## config.mk

```make
export PLATFORM = sky130hd
export DESIGN_NAME = uart_tx_arbiter
export DESIGN_NICKNAME = d
export VERILOG_FILES = /design/src/rtl/uart_tx_arbiter.sv
export SDC_FILE = /design/constraint.sdc
export NUM_CORES = 1
export LEC_CHECK = 0
export BUFFER_PORTS_ARGS = -buffer_cell sky130_fd_sc_hd__buf_2
export CAP_MARGIN = 20
export CELL_PAD_IN_SITES_DETAIL_PLACEMENT = 2
export CELL_PAD_IN_SITES_GLOBAL_PLACEMENT = 2
export CORE_MARGIN = 2
export CORE_UTILIZATION = 36
export DETAILED_ROUTE_END_ITERATION = 8
export GPL_TIMING_DRIVEN = 0
export PLACE_DENSITY = 0.78
export SLEW_MARGIN = 0
export SYNTH_ARGS = -nofsm -noshare
export SYNTH_HDL_FRONTEND = slang
export SYNTH_SLANG_ARGS = --single-unit
export TNS_END_PERCENT = 100
```

## constraint.sdc

```tcl
create_clock -name iClk -period 2.5 [get_ports iClk]
set_clock_uncertainty 0.15 [all_clocks]
set_input_delay 0.125 -clock iClk [delete_from_list [all_inputs] [get_ports iClk]]
set_output_delay 0.125 -clock iClk [all_outputs]
set_load 0.02 [all_outputs]
```

## src/rtl/uart_tx_arbiter.sv

```systemverilog
// Two-requester round-robin UART transmitter with its own baud counter and frame FSM.
// Define UART_PARITY_EN to insert an even-parity bit after D7.
module uart_tx_arbiter #(
  parameter int CLKS_PER_BIT = 5208,
  parameter int STOP_BITS    = 1
) (
  input  logic       iClk,
  input  logic       iRst_n,
  input  logic       iReqA,
  input  logic [7:0] iDataA,
  output logic       oAckA,
  input  logic       iReqB,
  input  logic [7:0] iDataB,
  output logic       oAckB,
  output logic       oTx,
  output logic       oBusy,
  output logic       oOwner
);

  localparam int CNT_W = $clog2(CLKS_PER_BIT);
  localparam logic [CNT_W-1:0] CNT_MAX = CNT_W'(CLKS_PER_BIT - 1);

  typedef enum logic [2:0] {
    S_IDLE,
    S_START,
    S_DATA,
    S_PARITY,
    S_STOP
  } state_t;

  state_t           r_state;
  logic [CNT_W-1:0] r_cnt;
  logic [7:0]       r_shift;
  logic [2:0]       r_bitIdx;
  logic             r_stopIdx;
  logic             r_owner;
  logic             r_ackA;
  logic             r_ackB;
  logic             r_tx;
`ifdef UART_PARITY_EN
  logic             r_parity;
`endif

  logic w_grantA;
  logic w_grantB;
  logic w_bitEnd;

  // r_owner doubles as the round-robin pointer: a tie goes to the other requester.
  assign w_grantB = iReqB && (!iReqA || !r_owner);
  assign w_grantA = iReqA && !w_grantB;
  assign w_bitEnd = (r_cnt == CNT_MAX);

  always_ff @(posedge iClk or negedge iRst_n) begin
    if (!iRst_n) begin
      r_state   <= S_IDLE;
      r_cnt     <= '0;
      r_shift   <= '0;
      r_bitIdx  <= '0;
      r_stopIdx <= 1'b0;
      r_owner   <= 1'b1;
      r_ackA    <= 1'b0;
      r_ackB    <= 1'b0;
      r_tx      <= 1'b1;
`ifdef UART_PARITY_EN
      r_parity  <= 1'b0;
`endif
    end else begin
      r_ackA <= 1'b0;
      r_ackB <= 1'b0;
      if (r_state != S_IDLE) begin
        r_cnt <= w_bitEnd ? '0 : r_cnt + CNT_W'(1);
      end
      case (r_state)
        S_IDLE: begin
          r_cnt <= '0;
          if (w_grantA || w_grantB) begin
            r_state   <= S_START;
            r_tx      <= 1'b0;
            r_owner   <= w_grantB;
            r_ackA    <= w_grantA;
            r_ackB    <= w_grantB;
            r_shift   <= w_grantB ? iDataB : iDataA;
            r_bitIdx  <= '0;
            r_stopIdx <= 1'b0;
`ifdef UART_PARITY_EN
            r_parity  <= w_grantB ? ^iDataB : ^iDataA;
`endif
          end
        end
        S_START: begin
          if (w_bitEnd) begin
            r_state <= S_DATA;
            r_tx    <= r_shift[0];
            r_shift <= {1'b0, r_shift[7:1]};
          end
        end
        S_DATA: begin
          if (w_bitEnd) begin
            if (r_bitIdx == 3'd7) begin
`ifdef UART_PARITY_EN
              r_state <= S_PARITY;
              r_tx    <= r_parity;
`else
              r_state <= S_STOP;
              r_tx    <= 1'b1;
`endif
            end else begin
              r_bitIdx <= r_bitIdx + 3'd1;
              r_tx     <= r_shift[0];
              r_shift  <= {1'b0, r_shift[7:1]};
            end
          end
        end
`ifdef UART_PARITY_EN
        S_PARITY: begin
          if (w_bitEnd) begin
            r_state <= S_STOP;
            r_tx    <= 1'b1;
          end
        end
`endif
        S_STOP: begin
          if (w_bitEnd) begin
            if ((STOP_BITS == 1) || r_stopIdx) begin
              r_state <= S_IDLE;
            end else begin
              r_stopIdx <= 1'b1;
            end
          end
        end
        default: begin
          r_state <= S_IDLE;
          r_tx    <= 1'b1;
        end
      endcase
    end
  end

  assign oAckA  = r_ackA;
  assign oAckB  = r_ackB;
  assign oTx    = r_tx;
  assign oBusy  = (r_state != S_IDLE);
  assign oOwner = r_owner;

endmodule

```

---- Word-level counts from Yosys, hierarchy flattened ----
Cells that the tools add are included.
word-level totals
  bits in registers ....................... 31
  bits in latches ......................... 0
  bits in writable memories ............... 0
  memory bits (read-only) ................. 0
  input bits .............................. 20
  output and inout port bits .............. 5
  word-level logic and storage cells ...... 67
  memories ................................ 0
cells by class
  $add $sub $neg .......................... 2
  multipliers ............................. 0
  divide/modulo/power cells ............... 0
  order comparisons ....................... 0
  equal/unequal tests ..................... 11
  shift-type cells ........................ 0
  mux-type cells .......................... 28
  bitwise gates (word level) .............. 1
  reduce and logical (&&, ||, !) cells .... 17
operator list
  cell                                                 number
  2-to-1 mux 8 bit                                     5
  2-to-1 mux 13 bit                                    3
  2-to-1 mux 3 bit                                     8
  case mux 8 bit (3 select lines)                      1
  adder 13 x 1 -> 13 bit, second input constant        1
  equality test 13 bit, second input constant          1
  inequality test 2 bit, second input constant         6
  case mux 3 bit (4 select lines)                      1
  AND reduction 5 bit                                  2
  2-to-1 mux 1 bit                                     8
  AND reduction 4 bit                                  2
  equality test 3 bit, second input constant           2
  case mux 3 bit (2 select lines)                      1
  nonzero test 3 bit                                   2
  case mux 1 bit (4 select lines)                      1
  nonzero test 2 bit                                   2
  adder 3 x 1 -> 3 bit, second input constant          1
  equality test 3 x 1 -> 1 bit, second input constant  1
  equality test 3 x 2 -> 1 bit, second input constant  1
  zero test 1 bit                                      3
  zero test 3 bit                                      1
  logical AND 1 bit                                    2
  logical OR 1 bit                                     2
  AND reduction 2 bit                                  1
  inverter 1 bit                                       1

---- Longest topological paths before layout ----
  depth after elaboration ................. 8
  mapped depth ............................ 6
  mapped depth without buffers ............ 6

---- Least setup slack after synthesis ----
Ideal clock, no wire load.
  path type ............................... register -> register
  start ................................... reg r_bitIdx[0]
  end ..................................... reg r_shift[0]
  library setup time ...................... 0.125 ns
  arrival time ............................ 1.744 ns
  required time ........................... 2.225 ns
  path slack .............................. 0.481 ns
  stages on the path, launching flop included .. 7
  buffers on the path ..................... 0
  period minus slack after synthesis ...... 2.019 ns
  cells stage by stage .................... dfrtp_1 ha_1 ha_1 o21a_1 nor3_1 o21ai_4 mux2_4
between the ends
  longest elaborated chain between the ends .. 3
RTL lines
  item                             RTL line  source
  start: declaration               34        logic [2:0] r_bitIdx;
  start signal: assignment         108       r_bitIdx <= r_bitIdx + 3'd1;
  equality test 3 bit              99        if (r_bitIdx == 3'd7) begin
  inequality test 2 bit (no line)  --
  AND reduction 5 bit (no line)    --
  end signal: assignment           82        r_shift <= w_grantB ? iDataB : iDataA;
  end signal: assignment           94        r_shift <= {1'b0, r_shift[7:1]};
  end signal: assignment           110       r_shift <= {1'b0, r_shift[7:1]};
  end: declaration                 33        logic [7:0] r_shift;
Every way passes these cells.
A chain may end at the register's enable or synchronous reset.

---- Final worst setup path ----
  start ................................... reg r_bitIdx[0]
  end ..................................... reg r_shift[5]
Same word-level chain as after synthesis.

==> summary.md <==
| Metric | Value |
|---|---|
| Tightest Pin Transition | `0.734 ns` |
| Wire per inst | `17.0 um` |
| Max-slew violation count | `0` |
| Final #Nets | `218` |
| Starting Density | `37.0%` |
| Ys flop type | `dfrtp_1` |
| CTS tree | `yes` |
| Sink Count | `31` |
| R2R Path Start | `r_bitIdx[0]` |
| Min Hold Slack | `0.0199 ns` |
| FF-to-FF setup slack | `0.28 ns` |
| Setup CP Type | `reg -> reg` |
| Crit path capture | `r_shift[5]` |
| GRT Total Usage | `18.2%` |
| Antenna violations before repair | `0` |
| DR pass1 iterations | `4` |
| Placed insts | `240` |
| Layout cell share with drive strength beyond 1 | `32.7%` |
| Post-synth EDFFs | `0` |
| Clk_lat worst skew | `0.29 ns` |
| Avg Synthesized Cell Area | `10.7 um^2` |
| Worst Path Arrival | `2.24 ns` |
| Peak supply drop | `0.000276 V` |
| Die area | `5360 um^2` |
| Crit path from | `r_bitIdx[0]` |
| HPWL after detailed placement | `3090 um` |
| FF+latch count, synth | `31` |
| Min Tclk post-route | `2.22 ns` |
| Final period utilization | `88.7%` |
| F_max | `0.451 GHz` |
| DRC errors left | `0` |
| Synth warn | `0` |
| CTS root buffer | `clkbuf_8` |
| Gpl congestion | `0.749` |
| Antenna diode count | `0` |
| Worst min-delay path category | `in -> reg` |
| Vias per cell | `5.41` |
| I/O pin total | `25` |
| Crit start category | `register` |
| RSZ-0062 raised after global routing | `false` |
| Placement Rows | `25` |
| Register area share after synthesis | `45.1%` |
| Mapped Area | `1730 um^2` |
| First-pass GRT wire length | `7360 um` |
| Dpl cell area | `1910 um^2` |
| Leak pwr | `0.945 nW` |
| Worst Path Required | `2.52 ns` |
| Post-route cell area | `2050 um^2` |
| Cells on worst reg2reg path | `6` |
| # H-tree levels | `2` |
| Core ar. | `4660 um^2` |
| CTS buffer count | `5` |
| Worst-path clk slew | `0.08 ns` |
| Tot Pwr | `1.41 mW` |
| Die Y | `73.2 um` |
| Synth Net Count | `185` |
| Commonest non-fill, non-tap cells in the layout | `29 x dfrtp_1, 27 x buf_2, 21 x nor2_1` |
| DRT antenna net count | `0` |
| Starting DRT DRC Count | `36` |
| CP max FO | `8` |
| CP endpoint kind | `register` |
| Via count | `1353` |
| Endpoints failing setup | `0` |
| Max Cap Viol | `0` |
| Distinct cells, synth | `38` |
| Fraction of registers with async set/reset | `100%` |
| Area growth, synth to finish | `18.9%` |
| DRT Wirelength | `4260 um` |
| Largest net degree at the start of global routing | `32` |
| Vias in the first global route | `1479` |
| Die X | `73.2 um` |
| Worst slew margin | `50.7%` |
| RR Endpoint | `r_shift[5]` |
| Pwr dens | `686 nW/um^2` |
| Commonest non-fill, non-tap cell in the layout | `dfrtp_1` |
| Status | `complete, no violations` |
| CTS Buffer Depth | `2` |
| Endpoints failing hold | `0` |
| Post-CTS setup buffers | `0` |
| Final global-route overflow total | `0` |
| Post-Synthesis Cells | `162` |
| Total Neg Setup Slack | `0 ns` |
| Non-Filler Instances | `250` |
| PortBufs | `24` |
-- metrics by stage --
step | utilization, % | setup slack (ns)
6_report | 44.0 | 0.284
3_5_place_dp | 41.0 | 0.256
2_1_floorplan | - | 0.481
5_1_grt | 44.0 | 0.128
4_1_cts | 44.0 | 0.259
3_3_place_gp | 41.0 | 0.348
-- logic make-up after synthesis --
group           after synthesis  synth area share [%]
simple gates                 63                  19.7
flops                        31                  45.1
fa+ha+maj                     3                  2.18
compound gates               17                  7.40
buf+inv                      13                  3.05
xor+xnor                     11                  5.58
mux                          24                  17.0
-- power breakdown --
| group | total, mW | internal [mW] | switching (mW) |
|---|---|---|---|
| clock network | 0.527 | 0.323 | 0.204 |
| registers | 0.645 | 0.567 | 0.0783 |
| logic | 0.236 | 0.112 | 0.124 |
-- area by class of cell --
| class | count | area [um^2] |
|---|---|---|
| clock inverters | 2 | 35.0 |
| inverters | 6 | 22.5 |
| clock buffers | 6 | 82.6 |
| flip-flops and latches | 31 | 778 |
| fillers | 501 | 2610 |
| repair buffers | 26 | 140 |
| plain buffers | 7 | 30.0 |
| multi-input cells | 118 | 895 |
| well taps | 54 | 67.6 |
-- Yosys cell counts, types with 3 or more instances --
library cell / count / share of area (%)
clkbuf_1: 4 / 0.87
mux2_2: 14 / 9.1
nor3_1: 5 / 1.5
xnor2_1: 9 / 4.6
inv_1: 6 / 1.3
mux2_4: 7 / 6.1
nand3_1: 6 / 1.7
nand4b_1: 3 / 1.5
buf_2: 3 / 0.87
nor2_1: 21 / 4.6
nand4_1: 3 / 1.1
nand2_1: 11 / 2.4
mux2i_1: 3 / 1.7
o211ai_1: 3 / 1.3
ha_1: 3 / 2.2
dfrtp_1: 29 / 42
nor4_1: 4 / 1.5
a21oi_1: 4 / 1.2
-- registers in the layout, summed over array words and instances, names as in the netlist --
name      flops
r_state       3
oTx           1
oOwner        1
r_bitIdx      3
oAckA         1
oAckB         1
r_shift       8
r_cnt        13
-- what timing repair did --
item | 4_1_cts | 5_1_grt
gates resized for setup | 0 | 0
endpoints found under the hold margin | 31 | 0
hold buffers | 2 | 0
-- critical path: stages (launching register included) --
cell and delay, ns:
dfrtp_1 0.41, ha_1 0.22, ha_1 0.28, o21a_1 0.20, nor3_1 0.30, o21ai_4 0.20, mux2_4 0.34
-- worst min-delay path by stage --
stage / startpoint / endpoint / slack [ns] / depth (start not counted)
2_1_floorplan: iRst_n / oAckA / -0.32 / 0
3_3_place_gp: iRst_n / r_state[1] / 0.06 / 1
3_5_place_dp: iRst_n / r_state[2] / 0.09 / 1
4_1_cts: iReqB / oOwner / 0.02 / 3
5_1_grt: iReqB / oOwner / 0.03 / 3
6_report: iReqB / oOwner / 0.02 / 3
-- routing by layer --
layer	vias to the layer above	global-route usage (%)	share of wire (%)
li1	633	-	-
met2	21	30.6	52
met4	0	7.61	1.3
met5	-	0	0
met3	4	3.45	2.4
met1	695	22.7	44
Power figures use the tool's default switching activity.
